==> src/rtl/network_sequencer.sv <==
// Sequences one inference through a two-layer network: drives the layer 0 and
// layer 1 enables in turn, captures each layer's results, then scans the class
// scores one per cycle to find the winning class and reports it as a pulse.
module network_sequencer #(
  parameter int numHidden     = 16,
  parameter int numClasses    = 10,
  parameter int dataWidth     = 16,
  parameter int timeoutCycles = 2048
) (
  input  logic                            clk,
  input  logic                            reset,
  input  logic                            inValid,
  output logic                            inReady,
  input  logic                            abort,
  output logic                            l0Valid,
  input  logic                            l0OutValid,
  input  logic [dataWidth*numHidden-1:0]  l0Out,
  output logic [dataWidth*numHidden-1:0]  l1In,
  output logic                            l1Valid,
  input  logic                            l1OutValid,
  input  logic [dataWidth*numClasses-1:0] l1Out,
  output logic [$clog2(numClasses)-1:0]   result,
  output logic [dataWidth-1:0]            resultScore,
  output logic                            resultValid,
  output logic                            busy,
  output logic                            timeoutErr
);

  localparam int idxW = $clog2(numClasses);
  localparam int cntW = $clog2(timeoutCycles);
  localparam logic [idxW-1:0] lastIdx   = idxW'(numClasses - 1);
  localparam logic [cntW-1:0] waitLimit = cntW'(timeoutCycles - 1);

  typedef enum logic [2:0] {
    IDLE,
    L0_RUN,
    L1_RUN,
    ARGMAX,
    DONE
  } state_t;

  state_t                       state_q, state_d;
  logic [cntW-1:0]              waitCnt_q, waitCnt_d;
  logic [idxW-1:0]              idx_q, idx_d;
  logic signed [dataWidth-1:0]  best_q, best_d;
  logic [idxW-1:0]              bestIdx_q, bestIdx_d;
  logic                         timeoutErr_q, timeoutErr_d;
  logic [dataWidth*numHidden-1:0] l1In_q;
  logic signed [dataWidth-1:0]  scoreBuf_q [numClasses];
  logic [idxW-1:0]              result_q;
  logic [dataWidth-1:0]         resultScore_q;
  logic                         resultValid_q;

  logic                         captureL0;
  logic                         captureL1;
  logic                         fireDone;
  logic signed [dataWidth-1:0]  curScore;

  assign curScore = scoreBuf_q[idx_q];

  // Next-state logic: abort always wins over a layer's output valid, and a
  // layer that never answers within the wait budget ends the inference.
  always_comb begin
    state_d      = state_q;
    waitCnt_d    = waitCnt_q;
    idx_d        = idx_q;
    best_d       = best_q;
    bestIdx_d    = bestIdx_q;
    timeoutErr_d = timeoutErr_q;
    captureL0    = 1'b0;
    captureL1    = 1'b0;
    fireDone     = 1'b0;
    case (state_q)
      IDLE: begin
        if (inValid) begin
          state_d      = L0_RUN;
          waitCnt_d    = '0;
          timeoutErr_d = 1'b0;
        end
      end
      L0_RUN: begin
        if (abort) begin
          state_d = IDLE;
        end else if (l0OutValid) begin
          captureL0 = 1'b1;
          state_d   = L1_RUN;
          waitCnt_d = '0;
        end else if (waitCnt_q == waitLimit) begin
          timeoutErr_d = 1'b1;
          state_d      = IDLE;
        end else begin
          waitCnt_d = waitCnt_q + 1'b1;
        end
      end
      L1_RUN: begin
        if (abort) begin
          state_d = IDLE;
        end else if (l1OutValid) begin
          captureL1 = 1'b1;
          state_d   = ARGMAX;
          idx_d     = '0;
        end else if (waitCnt_q == waitLimit) begin
          timeoutErr_d = 1'b1;
          state_d      = IDLE;
        end else begin
          waitCnt_d = waitCnt_q + 1'b1;
        end
      end
      ARGMAX: begin
        if (abort) begin
          state_d = IDLE;
        end else begin
          // Index 0 seeds the running best; later indices replace it only
          // when strictly greater, so ties resolve to the lowest index.
          if ((idx_q == '0) || (curScore > best_q)) begin
            best_d    = curScore;
            bestIdx_d = idx_q;
          end
          if (idx_q == lastIdx) begin
            state_d = DONE;
          end else begin
            idx_d = idx_q + 1'b1;
          end
        end
      end
      DONE: begin
        state_d  = IDLE;
        fireDone = !abort;
      end
      default: state_d = IDLE;
    endcase
  end

  // Control state register: FSM state, wait counter, scan index and running best.
  always_ff @(posedge clk or negedge reset) begin
    if (!reset) begin
      state_q      <= IDLE;
      waitCnt_q    <= '0;
      idx_q        <= '0;
      best_q       <= '0;
      bestIdx_q    <= '0;
      timeoutErr_q <= 1'b0;
    end else begin
      state_q      <= state_d;
      waitCnt_q    <= waitCnt_d;
      idx_q        <= idx_d;
      best_q       <= best_d;
      bestIdx_q    <= bestIdx_d;
      timeoutErr_q <= timeoutErr_d;
    end
  end

  // Layer 0 results are held for layer 1 and change only on the capture edge.
  always_ff @(posedge clk or negedge reset) begin
    if (!reset) begin
      l1In_q <= '0;
    end else if (captureL0) begin
      l1In_q <= l0Out;
    end
  end

  // Class scores are buffered so layer 1 may change its outputs during the scan.
  always_ff @(posedge clk or negedge reset) begin
    if (!reset) begin
      for (int i = 0; i < numClasses; i++) begin
        scoreBuf_q[i] <= '0;
      end
    end else if (captureL1) begin
      for (int i = 0; i < numClasses; i++) begin
        scoreBuf_q[i] <= l1Out[i*dataWidth +: dataWidth];
      end
    end
  end

  // Result registers load once per completed inference and hold until the next.
  always_ff @(posedge clk or negedge reset) begin
    if (!reset) begin
      result_q      <= '0;
      resultScore_q <= '0;
      resultValid_q <= 1'b0;
    end else begin
      resultValid_q <= fireDone;
      if (fireDone) begin
        result_q      <= bestIdx_q;
        resultScore_q <= best_q;
      end
    end
  end

  assign inReady     = (state_q == IDLE);
  assign busy        = (state_q != IDLE);
  assign l0Valid     = (state_q == L0_RUN);
  assign l1Valid     = (state_q == L1_RUN);
  assign l1In        = l1In_q;
  assign result      = result_q;
  assign resultScore = resultScore_q;
  assign resultValid = resultValid_q;
  assign timeoutErr  = timeoutErr_q;

endmodule

==> config.mk <==
export PLATFORM = sky130hd
export DESIGN_NAME = network_sequencer
export DESIGN_NICKNAME = d
export VERILOG_FILES = /design/src/rtl/network_sequencer.sv
export SDC_FILE = /design/constraint.sdc
export NUM_CORES = 1
export LEC_CHECK = 0
export ABC_CLOCK_PERIOD_IN_PS = 3640
export BUFFER_PORTS_ARGS = -buffer_cell sky130_fd_sc_hd__buf_2
export CORE_AREA = 2 2 270 272
export DETAILED_ROUTE_END_ITERATION = 8
export DIE_AREA = 0 0 272 274
export PLACE_DENSITY_LB_ADDON = 0.15
export SLEW_MARGIN = 40
export SYNTH_ARGS = -nofsm -noshare
export SYNTH_HDL_FRONTEND = slang
export SYNTH_SLANG_ARGS = --single-unit
==> constraint.sdc <==
create_clock -name clk -period 3.64 [get_ports clk]
set_input_delay 0.364 -clock clk [delete_from_list [all_inputs] [get_ports clk]]
set_output_delay 0.364 -clock clk [all_outputs]
set_load 0.005 [all_outputs]
# ---- Word level (Yosys, flattened, before mapping)
# Index checks and enable logic that the tools add are counted.
dict set report classes {
  add_sub_neg 2
  order_cmp 2
  n_eq_ne 15
  muxes 38
  bitwise 2
  n_reduce_logical 12
}
# cell count
set op_table {}
lappend op_table {{11-bit 2-to-1 mux} 6}
lappend op_table {{16-bit binary-select mux with 4-bit select} 1}
lappend op_table {{11-bit one-hot mux with 3 select lines} 1}
lappend op_table {{16-bit 2-to-1 mux} 2}
lappend op_table {{3-bit 2-to-1 mux} 8}
lappend op_table {{16-bit greater-than comparator} 1}
lappend op_table {{4-bit 2-to-1 mux} 4}
lappend op_table {{2-bit inequality test (second input constant)} 7}
lappend op_table {{1-bit 2-to-1 mux} 13}
lappend op_table {{3-bit one-hot mux with 4 select lines} 1}
lappend op_table {{11-bit by 1-bit adder with 11-bit output (second input constant)} 1}
lappend op_table {{11-bit == test (second input constant)} 1}
lappend op_table {{5-bit AND reduction} 2}
lappend op_table {{4-bit one-hot mux with 2 select lines} 1}
lappend op_table {{3-bit by 2-bit == test with 1-bit output (second input constant)} 2}
lappend op_table {{6-bit AND reduction} 1}
lappend op_table {{3-bit nonzero test} 2}
lappend op_table {{5-bit >= comparator (second input constant)} 1}
lappend op_table {{4-bit NOT with 5-bit output} 1}
lappend op_table {{4-bit by 1-bit adder with 4-bit output (second input constant)} 1}
lappend op_table {{4-bit == test (second input constant)} 1}
lappend op_table {{4-bit logical NOT} 1}
lappend op_table {{3-bit by 1-bit == test with 1-bit output (second input constant)} 1}
lappend op_table {{3-bit == test (second input constant)} 1}
lappend op_table {{10 further kinds} 10}
dict set report totals {
  regBits 476
  inputBits 422
  out_inout_bits 282
  elab_cells 91
}

# ---- Depth between registers and ports, before layout
# Gate-level depths: netlist (run 1).
dict set report depth {
  depth_word 7
  ltp_mapped 13
  depth_no_buf 10
}

# ---- Worst setup path before layout (run 1)
# OpenSTA, ideal clock, no wires.
dict set report synth_path {
  path_kind {reg-to-reg}
  from {register idx_q[0]}
  to {register bestIdx_q[0]}
  setup_ps 125
  t_arrival_ps 3633
  required_time_ps 3515
  path_slack_ps -119
  path_stages_with_launch 14
  path_buffers 3
  period_less_slack_ps 3759
  path_cell_list {dfrtp_1 -> buf_2 -> buf_2 -> mux4_2 -> mux2i_1 -> o22ai_1 -> ha_1 -> nand4_2 -> or4_1 -> a21oi_2 -> nor3_2 -> a211oi_2 -> buf_6 -> mux2_4}
}
dict set report synth_between {
  elab_chain_len 7
  elab_cells_between_ends 8
  cone_classes {order compare (1); mux (3); bitwise (1); reduce/logical (3)}
}
# item line
set synth_lines {}
lappend synth_lines {{start: declaration} 44} ;# logic [idxW-1:0] idx_q, idx_d;
lappend synth_lines {{start signal: assignment} 146} ;# idx_q <= idx_d;
lappend synth_lines {{4-bit NOT with 5-bit output (not written as such)} 59} ;# assign curScore = scoreBuf_q[idx_q];
lappend synth_lines {{16-bit binary-select mux with 4-bit select} 59}
lappend synth_lines {{16-bit 2-to-1 mux (not written as such) (2 in series)} 59}
lappend synth_lines {{net curScore[15]} 57} ;# logic signed [dataWidth-1:0] curScore;
lappend synth_lines {{16-bit greater-than comparator} 115} ;# if ((idx_q == '0) || (curScore > best_q)) begin
lappend synth_lines {{1-bit logical OR} 115}
lappend synth_lines {{3-bit AND reduction (no source line)} --}
lappend synth_lines {{end signal: assignment} 148} ;# bestIdx_q <= bestIdx_d;
lappend synth_lines {{end: declaration} 46} ;# logic [idxW-1:0] bestIdx_q, bestIdx_d;
# The timed path passes the listed nets, and every way through them passes these cells. The select of a mux whose other input is x is not followed.
# A chain may end at the register's enable or synchronous reset.

# ---- Worst setup path in the final report (run 1)
dict set report layout_path {
  from {register idx_q[0]}
  to {register best_q[3]}
}
dict set report layout_between {
  elab_chain_len 7
  elab_cells_between_ends 8
  cone_classes {order compare (1); mux (3); bitwise (1); reduce/logical (3)}
}
# item line
set layout_lines {}
lappend layout_lines {{4-bit NOT with 5-bit output (not written as such)} 59}
lappend layout_lines {{16-bit binary-select mux with 4-bit select} 59}
lappend layout_lines {{16-bit 2-to-1 mux (not written as such) (2 in series)} 59}
lappend layout_lines {{net curScore[8]} 57}
lappend layout_lines {{16-bit greater-than comparator} 115}
lappend layout_lines {{1-bit logical OR} 115}
lappend layout_lines {{3-bit AND reduction (no source line)} --}
lappend layout_lines {{end signal: assignment} 147} ;# best_q <= best_d;
lappend layout_lines {{end: declaration} 45} ;# logic signed [dataWidth-1:0] best_q, best_d;
# The timed path passes the listed nets, and every way through them passes these cells. The select of a mux whose other input is x is not followed.

==> results of run 1 <==
## flip-flops by register name, summed over array words and instances, names as in the netlist
name / cells
idx_q: 4
timeoutErr: 1
resultValid: 1
waitCnt_q: 11
bestIdx_q: 4
result: 4
best_q: 16
l1In: 256
state_q: 3
resultScore: 16
scoreBuf_q: 160
## layer usage
metal,up-vias,part of all wire
met4,10,0.032
met5,-,0.00097
met3,113,0.058
met2,445,0.50
met1,7528,0.41
li1,6932,-
## layout make-up
cell class                 instances  area, sq um  share of cell area
clock buffer                      78         1590              0.0510
clock inverter                    21          332              0.0106
timing repair buffer            1191         8490               0.272
multi-input combinational        682         7600               0.243
inverter                          27          101             0.00324
antenna                            3         7.51            0.000240
tap                              959         1200              0.0384
sequential                       476        11900               0.382
## cell families (layout without fill, tap and decap cells)
kind of cell             after synthesis  in the layout
adder cells (fa/ha/maj)               20             20
XOR/XNOR                               6              6
AND/OR/NAND/NOR                       74             74
AO/OA/AOI/OAI                         62             62
flip-flops                           476            476
buffers and inverters                 96           1317
other                                  0              3
multiplexers                         520            520
## final timing paths
path | startpoint | end | depth (start not counted) | slack [ns]
hold reg to reg | l1In[127] | l1In[127] | 1 | 0.50
hold / removal | l1Out[24] | scoreBuf_q[136] | 2 | 0.05
min in group asynchronous | reset | l1In[118] | 2 | 0.23
setup / recovery | idx_q[0] | best_q[3] | 13 | -0.15
max in group asynchronous | reset | l1In[163] | 4 | 2.37
setup reg to reg | idx_q[0] | best_q[3] | 13 | -0.15
## stage by stage
step / setup TNS (ns) / utilization / total power [mW] / instance area [sq um] / hold WS, ns
floorplan: 0 / - / 13.5 / 19700 / 0.0684
global placement: -4.34 / 0.345 / 17.7 / 24800 / 0.473
detailed placement: -4.03 / 0.346 / 17.8 / 24900 / 0.490
CTS: -2.06 / 0.433 / 25.2 / 31200 / 0.000484
global route: -4.31 / 0.434 / 26.5 / 31200 / 0.00879
finish: -2.22 / 0.434 / 25.0 / 31200 / 0.0462
## critical path, cell delays in order, from the launching register on
cell,delay (ns)
dfrtp_4,0.53
buf_12,0.16
buf_16,0.13
mux4_2,0.42
mux2i_2,0.21
o22ai_2,0.11
ha_1,0.33
nand4_1,0.17
or4_4,0.53
a21oi_4,0.15
nor3_2,0.08
a211oi_4,0.30
buf_6,0.22
mux2_4,0.31
## synthesized netlist by cell type, types with 3 or more instances
cell / number / share of area
nor2_1: 19 / 0.0036
nor2b_1: 6 / 0.0019
ha_1: 20 / 0.013
o22ai_1: 16 / 0.0051
mux2_4: 17 / 0.013
and3_1: 4 / 0.0013
dfrtp_1: 476 / 0.60
buf_2: 38 / 0.0097
xnor2_1: 4 / 0.0018
nand4_1: 6 / 0.0019
nand2_1: 12 / 0.0023
inv_1: 27 / 0.0051
nand3_1: 7 / 0.0018
o21ai_0: 7 / 0.0018
mux2i_1: 35 / 0.018
clkbuf_1: 26 / 0.0050
a21oi_1: 19 / 0.0048
mux2_2: 436 / 0.25
and2_1: 3 / 0.00095
mux4_2: 32 / 0.037
## timing repair
item                       CTS  global route
gates cloned                 4             0
setup buffers               39             0
resized for setup           35            11
hold endpoints to repair   458             0
hold buffers               379             0
setup endpoints to repair   20            20
pin swaps                   18             0
## power by group through the flow
stage               sequential [mW]  clock [mW]  combinational, mW
floorplan                      8.87           0               4.66
global placement               9.09           0               8.57
detailed placement             9.13           0               8.66
CTS                            9.05        6.09               10.0
global route                   9.33        6.29               10.9
finish                         9.04        5.89               10.0
==> impl_metrics.env, run 1 <==
export IMPL_status="complete, but fails checks"
export IMPL_violations="negative setup slack"
export IMPL_setup_viol=18
export IMPL_first_pass_iters=4
export IMPL_portBuffers=703
export IMPL_cts_root_buf="clkbuf_16"
export IMPL_switching_share=0.312
export IMPL_n_fill_cell=6649
export IMPL_max_slew_worst_pin_slew_ns=0.598
export IMPL_synth_top_family_by_area="multiplexers"
export IMPL_ys_types=55
export IMPL_use_met1=0.211
export IMPL_rows=99
export IMPL_p_seq_frac=0.362
export IMPL_grt_use_total=0.174
export IMPL_vias=15000
export IMPL_dp_cells=2915
export IMPL_use_met2=0.301
export IMPL_fin_cells=3437
export IMPL_place_ws_ns=-0.235
export IMPL_fin_nets=2874
export IMPL_critical_path_endpoint_type="register"
export IMPL_io_pin_count=704
export IMPL_routedWlPerCell_microns=19.7
export IMPL_die_area_sq_um=74500
export IMPL_hold_class="primary input to register"
export IMPL_h_tree_depth=2
export IMPL_synthesis_nets=1696
export IMPL_synth_compound_area_frac=0.0208
export IMPL_grt_max_degree=93
export IMPL_muxShareOfSynthArea=0.317
export IMPL_comb_power_share=0.402
export IMPL_core_area_sq_um=72000
export IMPL_power_density_nw_per_um2=799
export IMPL_grt_overflow_total=0
export IMPL_final_cell_mix="buf_2, dfrtp_1, mux2_2, dlygate4sd3_1, buf_4"
export IMPL_yosys_warnings=0
export IMPL_avgSynthCellArea_sq_um=15.7
export IMPL_cts_buffers=54
export IMPL_crit_fanout=8
export IMPL_timing_slew_headroom=0.601
export IMPL_grt_met3_usage=0.0429
export IMPL_drt_vias_per_instance=4.37
export IMPL_die_w_microns=272
export IMPL_cts_tree="done"
export IMPL_cap_violations=0
export IMPL_clock_sinks=476
export IMPL_areaGrowthSynthToFinish_pct=58.6
export IMPL_route_detailed_drc=0
export IMPL_die_h_microns=274
export IMPL_clk_latency_ns=0.59
export IMPL_layout_commonest_cell="buf_2"
export IMPL_cp_data_required_time_ns=4.12
export IMPL_power_frac_clock=0.236
export IMPL_synth_edf_count=0
export IMPL_synthAdderAreaFrac=0.0127
export IMPL_slew_violations=0
export IMPL_fmax_mhz=264
export IMPL_path_class="register to register"
export IMPL_grt_pass1_wl_mm=98.4
export IMPL_clk_pin_slew_ns=0.06
export IMPL_cp_arrival_ns=4.27
export IMPL_gp_congestion=0.806
export IMPL_cp_start_kind="register"
export IMPL_cts_buffer_depth=3
export IMPL_finalHoldViolCount=0
export IMPL_synth_simple_area_share=0.0205
export IMPL_ys_async_sr_fraction=1.00
export IMPL_ys_ff_latch=476
export IMPL_grt_pass1_vias=16000
export IMPL_grt_setup_unrepaired="true"
export IMPL_synthFlopType="dfrtp_1"
export IMPL_drive_gt1_frac=0.577
export IMPL_ys_seq_area_frac=0.605
export IMPL_hpwl_mm=49.8
export IMPL_post_route_period_util=1.04
export IMPL_ir_drop_mv=0.382
export IMPL_synthCells=1254
export IMPL_syn_cell_area_sq_um=19700
export IMPL_skew_ns=0.0211
export IMPL_synthXorXnorAreaFrac=0.00267
export IMPL_switchingPower_mw=7.78
export IMPL_busiest_layer="met2"
export IMPL_antenna_found_initial=9
export IMPL_period_needed_ns=3.79
export IMPL_p_int_mw=17.2
export IMPL_layout_setup_ws_ns=-0.154
export IMPL_first_iter_violations=560
export IMPL_drt_wl_total_mm=67.8
export IMPL_start_util=0.274
export IMPL_p_leak_nw=14.8
export IMPL_ant_nets=0
Note: power is estimated with default switching activity, not from simulation.
==> inputs of run 2 (changes only) <==
--- a/config.mk
+++ b/config.mk
@@ -7,6 +7,8 @@
 export LEC_CHECK = 0
 export ABC_CLOCK_PERIOD_IN_PS = 3640
 export BUFFER_PORTS_ARGS = -buffer_cell sky130_fd_sc_hd__buf_2
+export CELL_PAD_IN_SITES_DETAIL_PLACEMENT = 1
+export CELL_PAD_IN_SITES_GLOBAL_PLACEMENT = 1
 export CORE_AREA = 2 2 270 272
 export DETAILED_ROUTE_END_ITERATION = 8
 export DIE_AREA = 0 0 272 274
==> impl_metrics.env, run 2 (synthesis gave the netlist of run 1 again) <==
export IMPL_status="complete, but fails checks"
export IMPL_violations="negative setup slack"
export IMPL_cts_tree="done"
export IMPL_die_w_microns=272
export IMPL_reg2reg_slack_ns=-0.15
export IMPL_routedWlPerCell_microns=22.0
export IMPL_r2r_start="idx_q[0]"
export IMPL_tns_ns=-2.19
export IMPL_ff2ff_path_depth=13
export IMPL_final_cell_mix="buf_2, dfrtp_1, mux2_2, dlygate4sd3_1, clkbuf_16"
export IMPL_clk_pin_slew_ns=0.05
export IMPL_hold_class="primary input to register"
export IMPL_grt_pass1_wl_mm=109
export IMPL_placed_cell_area_sq_um=24800
export IMPL_timing_hold_ws_ns=0.0369
export IMPL_layout_commonest_cell="buf_2"
export IMPL_p_leak_nw=14.7
export IMPL_die_area_sq_um=74500
export IMPL_cts_root_buf="clkbuf_16"
export IMPL_fin_area_sq_um=30900
export IMPL_io_pin_count=704
export IMPL_grt_pass1_vias=16900
export IMPL_path_class="register to register"
export IMPL_max_slew_worst_pin_slew_ns=0.666
export IMPL_grt_max_degree=91
export IMPL_timing_slew_headroom=0.556
export IMPL_gp_congestion=0.798
export IMPL_setup_viol=18
export IMPL_cts_buffer_depth=3
export IMPL_drt_vias_per_instance=4.44
export IMPL_power_density_nw_per_um2=813
export IMPL_clock_sinks=476
export IMPL_drt_wl_total_mm=75.2
export IMPL_grt_use_total=0.195
export IMPL_critical_path_endpoint_type="register"
export IMPL_hpwl_mm=56.2
export IMPL_first_pass_iters=4
export IMPL_largest_register_ffs=256
export IMPL_power_total_mw=25.1
export IMPL_areaGrowthSynthToFinish_pct=56.7
export IMPL_grt_setup_unrepaired="true"
export IMPL_period_needed_ns=3.79
export IMPL_rows=99
export IMPL_core_area_sq_um=72000
export IMPL_antenna_found_initial=11
export IMPL_clk_latency_ns=0.61
export IMPL_vias=15100
export IMPL_start_util=0.274
export IMPL_grt_overflow_total=0
export IMPL_finalHoldViolCount=0
export IMPL_slew_violations=0
export IMPL_drive_gt1_frac=0.568
export IMPL_cts_buffers=57
export IMPL_ir_drop_mv=0.471
export IMPL_holdPathStages=2
export IMPL_route_detailed_drc=0
export IMPL_fmax_mhz=264
export IMPL_crit_fanout=9
export IMPL_ant_nets=0
export IMPL_post_route_period_util=1.04
export IMPL_cap_violations=0
export IMPL_layout_setup_ws_ns=-0.153
export IMPL_worstHoldStart="l1Out[91]"
export IMPL_fin_nets=2846
export IMPL_cp_arrival_ns=4.27
export IMPL_cp_data_required_time_ns=4.11
export IMPL_r2r_end="best_q[9]"
export IMPL_die_h_microns=274
export IMPL_h_tree_depth=2
export IMPL_portBuffers=703
export IMPL_worst_hold_path_endpoint="scoreBuf_q[75]"
export IMPL_cp_start_kind="register"
export IMPL_first_iter_violations=430
export IMPL_skew_ns=0.0217
## run 2: cell types whose count changed in the layout (fill, tap and decap cells not counted), sizes merged
cell         previous run  this run
dlygate4sd3           379       381
diode                   3         6
clkinv                  8         3
buf                   812       779
bufinv                  8         5
inv                    30        29
clkbuf                 78        90
## run 2: stage by stage
stage,util,instances,setup slack [ns]
floorplan,-,1254,0.0113
global placement,0.345,2915,-0.0792
detailed placement,0.345,2915,-0.188
CTS,0.428,3406,-0.128
global route,0.429,3409,-0.291
finish,0.429,3412,-0.153
## run 2: what timing repair did
item | in CTS | in global routing
gates cloned | 1 | 0
endpoints found under the hold margin | 450 | 0
pin swaps | 3 | 2
gates resized for setup | 26 | 6
setup endpoints to repair | 20 | 20
hold buffers | 381 | 0
setup buffers | 7 | 0
## run 2: critical path, stage by stage, from the launching register on
cell,delay [ns]
dfrtp_4,0.46
buf_12,0.14
mux4_2,0.51
mux2i_1,0.19
buf_4,0.17
o22ai_2,0.09
ha_1,0.36
nand4_4,0.09
or4_4,0.56
a21oi_4,0.17
nor3_4,0.06
a211oi_4,0.32
buf_6,0.22
mux2_4,0.31
## run 2: final cells by class
type	count	area (sq um)
Clock buffer	90	1780
Antenna cell	6	15.0
Fill cell	7605	41100
Clock inverter	12	198
Timing Repair Buffer	1160	8120
Sequential cell	476	11900
Tap cell	959	1200
Inverter	27	101
Multi-Input combinational cell	682	7540
## run 2: layer usage
layer,up-vias,global-route usage,part of all wire
met5,-,0,0.0012
met4,14,0.0630,0.032
met3,121,0.0567,0.067
met2,465,0.340,0.50
met1,7659,0.230,0.40
li1,6875,-,-
## run 2: worst max-delay path by stage
stage                   from           end  depth (start not counted)
floorplan           idx_q[1]  bestIdx_q[0]                         13
CTS                 idx_q[0]     best_q[9]                         14
global route        idx_q[0]     best_q[9]                         14
detailed placement  idx_q[0]     best_q[4]                         13
finish              idx_q[0]     best_q[9]                         13
global placement    idx_q[0]    best_q[14]                         13
## run 2: report_power, final
group	switching (mW)	total, mW	internal (mW)
Sequential	1.44	9.13	7.69
Combinational	4.40	9.99	5.59
Clock	2.28	5.97	3.68
Total	8.12	25.1	17.0
